==> config.mk <==
export PLATFORM = sky130hd
export DESIGN_NAME = wb_write_queue
export DESIGN_NICKNAME = d
export VERILOG_FILES = /design/src/rtl/wb_pkg.sv /design/src/rtl/wbq_fwd_match.sv /design/src/rtl/wb_write_queue.sv
export SDC_FILE = /design/constraint.sdc
export NUM_CORES = 1
export LEC_CHECK = 0
export CORE_UTILIZATION = 40
export DETAILED_ROUTE_END_ITERATION = 8
export GPL_TIMING_DRIVEN = 0
export HOLD_SLACK_MARGIN = 0.12
export SKIP_CTS_REPAIR_TIMING = 1
export SLEW_MARGIN = 40
export SYNTH_ARGS = -nofsm -noshare
export SYNTH_HDL_FRONTEND = slang
export SYNTH_SLANG_ARGS = --single-unit
==> constraint.sdc <==
create_clock -name clk -period 5.4 [get_ports clk]
set_input_delay 1.35 -clock clk [delete_from_list [all_inputs] [get_ports clk]]
set_output_delay 1.35 -clock clk [all_outputs]
set_load 0.1 [all_outputs]
==> src/rtl/wb_pkg.sv <==
// Shared types and defaults for the write-back queue.
// WBQ_FWD_EN (see wb_write_queue) controls whether forwarding logic is built.
package wb_pkg;

   localparam int unsigned WB_DEPTH  = 4;
   localparam int unsigned WB_DATA_W = 16;
   localparam int unsigned WB_REG_W  = 4;

   typedef struct packed {
      logic [WB_REG_W-1:0]  rid;
      logic [WB_DATA_W-1:0] data;
   } wb_entry_t;

   // Width of a head/tail pointer for a power-of-two queue depth.
   function automatic int unsigned ptr_w(input int unsigned depth);
      return (depth > 1) ? $clog2(depth) : 1;
   endfunction

endpackage

==> src/rtl/wbq_fwd_match.sv <==
// Youngest-match search over queued entries for one register-file read port.
// Entries arrive age-ordered: index 0 is the head (oldest), higher indices are younger.
module wbq_fwd_match
   import wb_pkg::*;
#(
   parameter int unsigned DEPTH  = WB_DEPTH,
   parameter int unsigned DATA_W = WB_DATA_W,
   parameter int unsigned REG_W  = WB_REG_W
) (
   input  logic [REG_W-1:0]        src_reg,
   input  logic [DEPTH-1:0]        age_valid,
   input  logic [DEPTH*REG_W-1:0]  age_rid,
   input  logic [DEPTH*DATA_W-1:0] age_dat,
   output logic                    hit,
   output logic [DATA_W-1:0]       data
);

   // Later (younger) matches override earlier ones.
   always_comb begin
      hit  = 1'b0;
      data = '0;
      for (int unsigned i = 0; i < DEPTH; i++) begin
         if (age_valid[i] && (age_rid[i*REG_W +: REG_W] == src_reg)) begin
            hit  = 1'b1;
            data = age_dat[i*DATA_W +: DATA_W];
         end
      end
   end

endmodule

==> src/rtl/wb_write_queue.sv <==
// Write-back queue: up to two enqueues per cycle, one drain per cycle to the register file.
// Define WBQ_FWD_EN to build the youngest-entry forwarding comparators; otherwise fwd_* read 0.
module wb_write_queue
   import wb_pkg::*;
#(
   parameter int unsigned DEPTH  = WB_DEPTH,
   parameter int unsigned DATA_W = WB_DATA_W,
   parameter int unsigned REG_W  = WB_REG_W
) (
   input  logic                       clk,
   input  logic                       rst,
   input  logic                       mem_valid,
   input  logic [REG_W-1:0]           mem_reg,
   input  logic [DATA_W-1:0]          mem_data,
   input  logic                       alu_valid,
   input  logic [REG_W-1:0]           alu_reg,
   input  logic [DATA_W-1:0]          alu_data,
   output logic                       ready,
   output logic                       WriteReg,
   output logic [REG_W-1:0]           DstReg,
   output logic [DATA_W-1:0]          DstData,
   input  logic [REG_W-1:0]           SrcReg1,
   input  logic [REG_W-1:0]           SrcReg2,
   output logic                       fwd_hit1,
   output logic                       fwd_hit2,
   output logic [DATA_W-1:0]          fwd_data1,
   output logic [DATA_W-1:0]          fwd_data2,
   output logic [$clog2(DEPTH+1)-1:0] count,
   output logic                       overflow
);

   localparam int unsigned PTR_W = ptr_w(DEPTH);
   localparam int unsigned CNT_W = $clog2(DEPTH + 1);

   logic [REG_W-1:0]  rid_q [DEPTH];
   logic [REG_W-1:0]  rid_d [DEPTH];
   logic [DATA_W-1:0] dat_q [DEPTH];
   logic [DATA_W-1:0] dat_d [DEPTH];
   logic [PTR_W-1:0]  head_q, head_d, tail_q, tail_d;
   logic [CNT_W-1:0]  count_q, count_d;
   logic              overflow_q, overflow_d;

   logic              pop, mem_acc, alu_acc;
   logic [CNT_W-1:0]  free_slots;
   logic [PTR_W-1:0]  alu_slot;

   assign pop      = (count_q != '0);
   assign WriteReg = pop;
   // Gated so stale slot contents never appear after a reset or once drained.
   assign DstReg   = pop ? rid_q[head_q] : '0;
   assign DstData  = pop ? dat_q[head_q] : '0;
   assign ready    = (count_q <= CNT_W'(DEPTH - 2));
   assign count    = count_q;
   assign overflow = overflow_q;

   always_comb begin
      // The head leaving this edge frees its slot for an incoming request.
      free_slots = CNT_W'(DEPTH) - count_q + CNT_W'(pop);
      mem_acc    = mem_valid && (free_slots != '0);
      alu_acc    = alu_valid && (free_slots > (mem_acc ? CNT_W'(1) : CNT_W'(0)));
      alu_slot   = mem_acc ? tail_q + PTR_W'(1) : tail_q;

      rid_d = rid_q;
      dat_d = dat_q;
      if (mem_acc) begin
         rid_d[tail_q] = mem_reg;
         dat_d[tail_q] = mem_data;
      end
      if (alu_acc) begin
         rid_d[alu_slot] = alu_reg;
         dat_d[alu_slot] = alu_data;
      end

      tail_d     = tail_q + PTR_W'(mem_acc) + PTR_W'(alu_acc);
      head_d     = head_q + PTR_W'(pop);
      count_d    = count_q + CNT_W'(mem_acc) + CNT_W'(alu_acc) - CNT_W'(pop);
      overflow_d = overflow_q | (mem_valid & ~mem_acc) | (alu_valid & ~alu_acc);
   end

   always_ff @(posedge clk) begin
      if (rst) begin
         head_q     <= '0;
         tail_q     <= '0;
         count_q    <= '0;
         overflow_q <= 1'b0;
      end else begin
         head_q     <= head_d;
         tail_q     <= tail_d;
         count_q    <= count_d;
         overflow_q <= overflow_d;
      end
   end

   always_ff @(posedge clk) begin
      rid_q <= rid_d;
      dat_q <= dat_d;
   end

`ifdef WBQ_FWD_EN
   logic [DEPTH-1:0]        age_valid;
   logic [DEPTH*REG_W-1:0]  age_rid;
   logic [DEPTH*DATA_W-1:0] age_dat;

   always_comb begin
      age_valid = '0;
      age_rid   = '0;
      age_dat   = '0;
      for (int unsigned i = 0; i < DEPTH; i++) begin
         age_valid[i]                = (CNT_W'(i) < count_q);
         age_rid[i*REG_W +: REG_W]   = rid_q[head_q + PTR_W'(i)];
         age_dat[i*DATA_W +: DATA_W] = dat_q[head_q + PTR_W'(i)];
      end
   end

   wbq_fwd_match #(.DEPTH(DEPTH), .DATA_W(DATA_W), .REG_W(REG_W)) u_fwd1 (
      .src_reg   (SrcReg1),
      .age_valid (age_valid),
      .age_rid   (age_rid),
      .age_dat   (age_dat),
      .hit       (fwd_hit1),
      .data      (fwd_data1)
   );

   wbq_fwd_match #(.DEPTH(DEPTH), .DATA_W(DATA_W), .REG_W(REG_W)) u_fwd2 (
      .src_reg   (SrcReg2),
      .age_valid (age_valid),
      .age_rid   (age_rid),
      .age_dat   (age_dat),
      .hit       (fwd_hit2),
      .data      (fwd_data2)
   );
`else
   logic unused_src;
   assign unused_src = ^{SrcReg1, SrcReg2};
   assign fwd_hit1   = 1'b0;
   assign fwd_hit2   = 1'b0;
   assign fwd_data1  = '0;
   assign fwd_data2  = '0;
`endif

endmodule

==> summary.md, run 1 <==
### GRT
* **total track usage** 0.185
* **number of global-route vias before repair** 3,588
* **initial antenna violation count** 0
* **first-pass GRT wire length** 19.6 mm
* **leftover overflow at the end of global routing** 0
* **largest net degree at the start of global routing** 15

### Outcome
* **status** complete, no violations

### Finish
* **commonest non-fill, non-tap cell in the layout** sky130_fd_sc_hd__dfxtp_1
* **Finished Layout Cells** 708
* **share of layout cells above drive strength 1** 0.524
* **Filler Cell Count** 1,222
* **sequential cell area in the final layout** 1760 sq um
* **nets@finish** 592
* **signed area change from the synthesized netlist to the final layout** 21.9%
* **diodes inserted** 0
* **footprint of the multi-input gates** 3280 sq um
* **top library cells by usage in the layout, fill and taps aside** 88 x sky130_fd_sc_hd__dfxtp_1, 80 x sky130_fd_sc_hd__mux2_2, 80 x sky130_fd_sc_hd__mux2_4, 43 x sky130_fd_sc_hd__clkdlybuf4s50_1, 37 x sky130_fd_sc_hd__buf_2

### Timing
* **Relative slew margins** 0.482
* **count of endpoints failing setup in the final report** 0
* **Worst Max-Slew Pin Slew** 777 ps
* **min setup slack post-route** 893 ps
* **final worst path period share** 0.835
* **unrepaired setup endpoints after global routing** false
* **Min Clock Period, post-route** 4510 ps
* **maximum operating frequency** 222 MHz
* **final setup TNS** 0 ps
* **worst clock skew on the final layout** 7.52 ps
* **Final Hold Fails** 0
* **count of final max-slew check failures** 0

### Clock tree
* **root buffer cell** sky130_fd_sc_hd__clkbuf_16
* **buffer levels on the longest clock path** 2
* **post-CTS clock slew at the launch and capture registers of the worst setup and hold paths** 60 ps
* **deepest level of the CTS H-tree** 3
* **clock latency at the later pin of the worst-skew pair** 340 ps
* **number of buffers created by CTS** 9
* **CTS tree** built
* **CTS Sinks** 88

### Hold path
* **Hold Crit Class** reg2reg
* **Hold Path Depth** 2
* **hold path startpoint** overflow

### Critical path
* **r2r worst-path depth** 16
* **arrival time worst endpoint** 4720 ps
* **cell at the slowest stage of the critical path** sky130_fd_sc_hd__clkbuf_1
* **critical-path cell list** nor3_1 > clkbuf_1 > ha_1 > inv_1 > ha_1 > nor2b_1 > a21boi_4 > ha_1 > o21ba_2 > buf_6 > nand2_1 > nand2_1 > fa_1 > inv_1 > fa_1 > nor2b_1
* **Data required, critical path** 5620 ps
* **CP max stage delay** 580 ps
* **most repeated library cell on the critical path** sky130_fd_sc_hd__ha_1
* **CP Max Fanout** 10
* **startpoint of the most critical register-to-register path** count[2]
* **critical path launch point** count[2]
* **critical setup path kind** reg2reg
* **Critical Path Start Type** flip-flop
* **Crit. End Element** flip-flop

### Placement
* **post-DP HPWL** 8.76 mm
* **Port Buffers** 69
* **Final GP Congestion** 0.792
* **worst setup slack before clock tree synthesis** 843 ps
* **cell count after placement** 692

### Die
* **number of primary I/O pins** 112
* **die boundary width** 118 microns
* **initial standard-cell utilization of the core** 0.409
* **area inside the core boundary** 13,200 sq um
* **Site Rows** 42
* **die area** 14,000 sq um
* **DIE HEIGHT** 118 microns

### Logic synthesis
* **Post-Synthesis Cell Area** 5400 sq um
* **synth unique cells** 29
* **number of register bits inferred by synthesis** 88
* **total of warnings raised by yosys** 0
* **synthesized netlist cell count** 414
* **mean post-synth cell area** 13.0 sq um
* **sequential element share of the synthesized area** 0.327

### Route
* **DR DRC count** 0
* **vias per inst** 4.80
* **Wirelength per Cell** 17.4 microns
* **Final ANT Viol Nets** 0
* **first-iteration detailed-routing DRC count** 105
* **Pre-antenna DRT Iters** 4
* **detailed-route via count** 3,396
* **Post-Route WL** 12.3 mm

### Flow run
* **# Max-Cap Violations** 0

-- per-layer routing --
metal / up-vias / GRT usage / wire (microns)
met5: - / 0 / 0
met4: 0 / 0.0633 / 184
met3: 13 / 0.0347 / 510
met2: 69 / 0.323 / 6190
met1: 1667 / 0.227 / 5440
li1: 1647 / - / -
-- state kept, by name, summed over array words and instances (netlist names) --
signal / count
tail_q: 2
head_q: 2
rid_q: 16
dat_q: 64
count: 3
overflow: 1
-- path summary, 6_finish.rpt --
path / endpoint / slack [ps]
worst min register to register: overflow / 530
worst max-delay path: count[1] / 890
worst min-delay path: overflow / 530
worst max register to register: count[1] / 890
-- area by class of cell --
cell class	instances	area share
Tap cell	176	0.0335
Timing Repair Buffer	69	0.0853
Sequential cell	88	0.268
Buffer	58	0.0660
Inverter	11	0.00628
Multi-Input combinational cell	290	0.499
Clock inverter	4	0.00438
Clock buffer	12	0.0375
-- synthesized netlist by cell type --
cell / count / share of area
sky130_fd_sc_hd__mux4_2: 20 / 0.083
sky130_fd_sc_hd__a31oi_1: 1 / 0.0012
sky130_fd_sc_hd__a31o_2: 1 / 0.0016
sky130_fd_sc_hd__buf_4: 34 / 0.047
sky130_fd_sc_hd__inv_1: 11 / 0.0077
sky130_fd_sc_hd__nand2b_1: 1 / 0.0012
sky130_fd_sc_hd__nor2b_1: 23 / 0.027
sky130_fd_sc_hd__xnor2_1: 1 / 0.0016
sky130_fd_sc_hd__xor2_1: 2 / 0.0032
sky130_fd_sc_hd__ha_1: 10 / 0.023
sky130_fd_sc_hd__nand3_1: 1 / 0.00093
sky130_fd_sc_hd__nand2_1: 7 / 0.0049
sky130_fd_sc_hd__a211oi_1: 8 / 0.011
sky130_fd_sc_hd__nor3_1: 1 / 0.00093
sky130_fd_sc_hd__o21ba_2: 1 / 0.0019
sky130_fd_sc_hd__mux2i_1: 4 / 0.0074
sky130_fd_sc_hd__conb_1: 1 / 0.00070
sky130_fd_sc_hd__a21oi_1: 5 / 0.0046
sky130_fd_sc_hd__buf_6: 10 / 0.021
sky130_fd_sc_hd__a21boi_4: 1 / 0.0035
sky130_fd_sc_hd__dfxtp_1: 88 / 0.33
sky130_fd_sc_hd__xnor2_2: 1 / 0.0030
sky130_fd_sc_hd__buf_1: 1 / 0.00070
sky130_fd_sc_hd__nor2_1: 5 / 0.0035
sky130_fd_sc_hd__mux2_4: 80 / 0.22
sky130_fd_sc_hd__fa_1: 3 / 0.011
sky130_fd_sc_hd__clkbuf_1: 2 / 0.0014
sky130_fd_sc_hd__buf_2: 11 / 0.010
sky130_fd_sc_hd__mux2_2: 80 / 0.17
-- worst max-delay path, delay by kind of cell, from the launching register on --
kind	cells	cell delay, ps
compound gates	2	380
fa+ha+maj	5	1650
buf+inv	4	820
flops	1	360
simple gates	5	1150
-- per-stage QoR --
step,hold slack [ps],utilization,cell area (sq um)
after floorplan,569,-,5520
after global placement,511,0.487,6430
after detailed placement,513,0.478,6300
after CTS,528,0.498,6580
after global routing,571,0.498,6580
final,531,0.498,6580
-- cells by family (layout without fill, tap and decap cells) --
kind of cell,after synthesis,after routing,share of synthesized area
multiplexers,184,184,0.481
flip-flops,88,88,0.327
buffers and inverters,69,154,0.0881
AND/OR/NAND/NOR,38,38,0.0380
AO/OA/AOI/OAI,17,17,0.0239
adder cells (fa/ha/maj),13,13,0.0343
XOR/XNOR,4,4,0.00789
other,1,34,0.000695
Power of run 1 is not shown: default switching activity piles up to over one toggle a cycle in this logic, so the estimate is an artifact.
==> inputs of run 2 (changes only) <==
PLACE_DENSITY = 0.67   (was not set)
clock period = 4.1 ns   (was 5.4 ns; I/O delays follow)
==> run 2 against run 1 <==
Setup slack lost 670 ps; first-iteration DRC count increased by 100%; flip-flop and latch count stayed put; maximum frequency is 16% higher; sequential share of layout area fell by 0.095 points; final area grew 0.57%; clock-buffer cell count shrank 3; critical path type unchanged; critical endpoint unchanged.
==> summary.md, run 2 (synthesis gave the netlist of run 1 again) <==
### Outcome
* **status** complete, no violations, unchanged

### Clock tree
* **clock latency at the later pin of the worst-skew pair** 340 ps, about the same
* **deepest level of the CTS H-tree** 3, unchanged
* **root buffer cell** sky130_fd_sc_hd__clkbuf_16, unchanged
* **number of buffers created by CTS** 9, unchanged
* **post-CTS clock slew at the launch and capture registers of the worst setup and hold paths** 60 ps, about the same
* **buffer levels on the longest clock path** 2, unchanged
* **CTS Sinks** 88, unchanged
* **CTS tree** built, unchanged

### Timing
* **Relative slew margins** 0.506, was 0.482
* **Final Hold Fails** 0, unchanged
* **worst-case hold slack** 525 ps, was 531 ps
* **count of endpoints failing setup in the final report** 0, unchanged
* **Min Clock Period, post-route** 3880 ps, was 4510 ps
* **maximum operating frequency** 258 MHz, was 222 MHz
* **worst clock skew on the final layout** 4.27 ps, was 7.52 ps
* **min setup slack post-route** 220 ps, was 893 ps
* **unrepaired setup endpoints after global routing** false, unchanged
* **count of final max-slew check failures** 0, unchanged
* **Worst Max-Slew Pin Slew** 741 ps, was 777 ps
* **final worst path period share** 0.946, was 0.835

### Critical path
* **cell at the slowest stage of the critical path** sky130_fd_sc_hd__fa_1, was sky130_fd_sc_hd__clkbuf_1
* **arrival time worst endpoint** 4100 ps, was 4720 ps
* **Bufs and invs on worst path** 4, unchanged
* **CP max stage delay** 410 ps, was 580 ps
* **most repeated library cell on the critical path** sky130_fd_sc_hd__ha_1, unchanged
* **critical setup path kind** reg2reg, unchanged
* **cell type group with the largest total delay on the critical path** adder cells, unchanged
* **Crit. End Element** flip-flop, unchanged
* **CP Max Fanout** 10, unchanged
* **Data required, critical path** 4320 ps, was 5620 ps
* **Critical Path Start Type** flip-flop, unchanged
* **critical-path cell list** nor3_4 > clkbuf_4 > ha_1 > inv_1 > ha_1 > xnor2_4 > a21boi_4 > ha_1 > o21ba_2 > buf_6 > nand2_1 > nand2_1 > fa_1 > inv_1 > fa_1 > nor2b_1, was nor3_1 > clkbuf_1 > ha_1 > inv_1 > ha_1 > nor2b_1 > a21boi_4 > ha_1 > o21ba_2 > buf_6 > nand2_1 > nand2_1 > fa_1 > inv_1 > fa_1 > nor2b_1

### GRT
* **largest net degree at the start of global routing** 14, was 15
* **total track usage** 0.183, was 0.185
* **first-pass GRT wire length** 19.5 mm, was 19.6 mm
* **number of global-route vias before repair** 3,619, was 3,588
* **initial antenna violation count** 0, unchanged
* **leftover overflow at the end of global routing** 0, unchanged

### Die
* **DIE HEIGHT** 118 microns, unchanged
* **initial standard-cell utilization of the core** 0.409, unchanged
* **area inside the core boundary** 13,200 sq um, unchanged
* **die area** 14,000 sq um, unchanged
* **Site Rows** 42, unchanged
* **die boundary width** 118 microns, unchanged
* **number of primary I/O pins** 112, unchanged

### Placement
* **Port Buffers** 69, unchanged
* **Placed Instance Area** 6300 sq um, about the same
* **post-DP HPWL** 8.45 mm, was 8.76 mm
* **worst setup slack before clock tree synthesis** -605 ps, was 843 ps
* **Final GP Congestion** 0.743, was 0.792

### Route
* **Wirelength per Cell** 17.3 microns, was 17.4 microns
* **first-iteration detailed-routing DRC count** 210, was 105
* **vias per inst** 4.89, was 4.80
* **Pre-antenna DRT Iters** 4, unchanged
* **Final ANT Viol Nets** 0, unchanged
* **detailed-route via count** 3,452, was 3,396
* **DR DRC count** 0, unchanged
* **Post-Route WL** 12.2 mm, was 12.3 mm

### Finish
* **share of layout cells above drive strength 1** 0.538, was 0.524
* **sequential cell area in the final layout** 1770 sq um, was 1760 sq um
* **Filler Cell Count** 1,183, was 1,222
* **final standard cell area without fillers** 6610 sq um, was 6580 sq um
* **commonest non-fill, non-tap cell in the layout** sky130_fd_sc_hd__dfxtp_1, unchanged
* **flip-flop count of the largest register after layout** 64, unchanged
* **top library cells by usage in the layout, fill and taps aside** 85 x sky130_fd_sc_hd__dfxtp_1, 80 x sky130_fd_sc_hd__mux2_2, 80 x sky130_fd_sc_hd__mux2_4, 43 x sky130_fd_sc_hd__clkdlybuf4s50_1, 37 x sky130_fd_sc_hd__buf_2, was 88 x sky130_fd_sc_hd__dfxtp_1, 80 x sky130_fd_sc_hd__mux2_2, 80 x sky130_fd_sc_hd__mux2_4, 43 x sky130_fd_sc_hd__clkdlybuf4s50_1, 37 x sky130_fd_sc_hd__buf_2
* **footprint of the multi-input gates** 3310 sq um, was 3280 sq um
* **largest register by flop count** dat_q, unchanged
* **nets@finish** 592, unchanged
* **diodes inserted** 0, unchanged
* **signed area change from the synthesized netlist to the final layout** 22.6%, was 21.9%

### Hold path
* **Hold Crit Class** reg2reg, unchanged

### Flow run
* **# Max-Cap Violations** 0, unchanged

run 2: changes by cell type in the layout (fill, tap and decap cells not counted), sizes merged:
cell / previous run / this run
clkinvlp: 2 / 0
clkinv: 1 / 4
bufinv: 0 / 1
inv: 12 / 11
clkbuf: 14 / 11
run 2: final cells by class:
type	count	share of cell area
clock buffers	9	0.0341
multi-input cells	290	0.501
inverters	11	0.00624
plain buffers	58	0.0662
well taps	176	0.0333
clock inverters	5	0.00757
repair buffers	69	0.0848
flip-flops and latches	88	0.267
run 2: final timing paths:
kind	startpoint	end	slack, ps	depth (start not counted)
min	overflow	overflow	530	2
min reg2reg	overflow	overflow	530	2
max reg2reg	count[2]	count[1]	220	16
max	count[2]	count[1]	220	16
run 2: per-stage QoR:
step	TNS, ps	std cells	utilization
floorplan	0	447	-
detailed placement	-26620	692	0.478
global route	0	706	0.501
finish	0	706	0.501
global placement	-21980	692	0.488
CTS	-26700	706	0.499
run 2: per-layer routing:
metal	vias to the layer above	track usage	wire, microns
li1	1643	-	-
met1	1716	0.227	5480
met2	82	0.311	5930
met3	11	0.0545	690
met4	0	0.0417	116
met5	-	0	0
run 2: worst register-to-register path, cell delays in order, from the launching register on:
cell	delay, ps
sky130_fd_sc_hd__dfxtp_2	370
sky130_fd_sc_hd__nor3_4	320
sky130_fd_sc_hd__clkbuf_4	320
sky130_fd_sc_hd__ha_1	170
sky130_fd_sc_hd__inv_1	40
sky130_fd_sc_hd__ha_1	230
sky130_fd_sc_hd__xnor2_4	210
sky130_fd_sc_hd__a21boi_4	280
sky130_fd_sc_hd__ha_1	280
sky130_fd_sc_hd__o21ba_2	200
sky130_fd_sc_hd__buf_6	130
sky130_fd_sc_hd__nand2_1	60
sky130_fd_sc_hd__nand2_1	100
sky130_fd_sc_hd__fa_1	400
sky130_fd_sc_hd__inv_1	70
sky130_fd_sc_hd__fa_1	410
sky130_fd_sc_hd__nor2b_1	140
Power of run 2 is left out for the same reason.
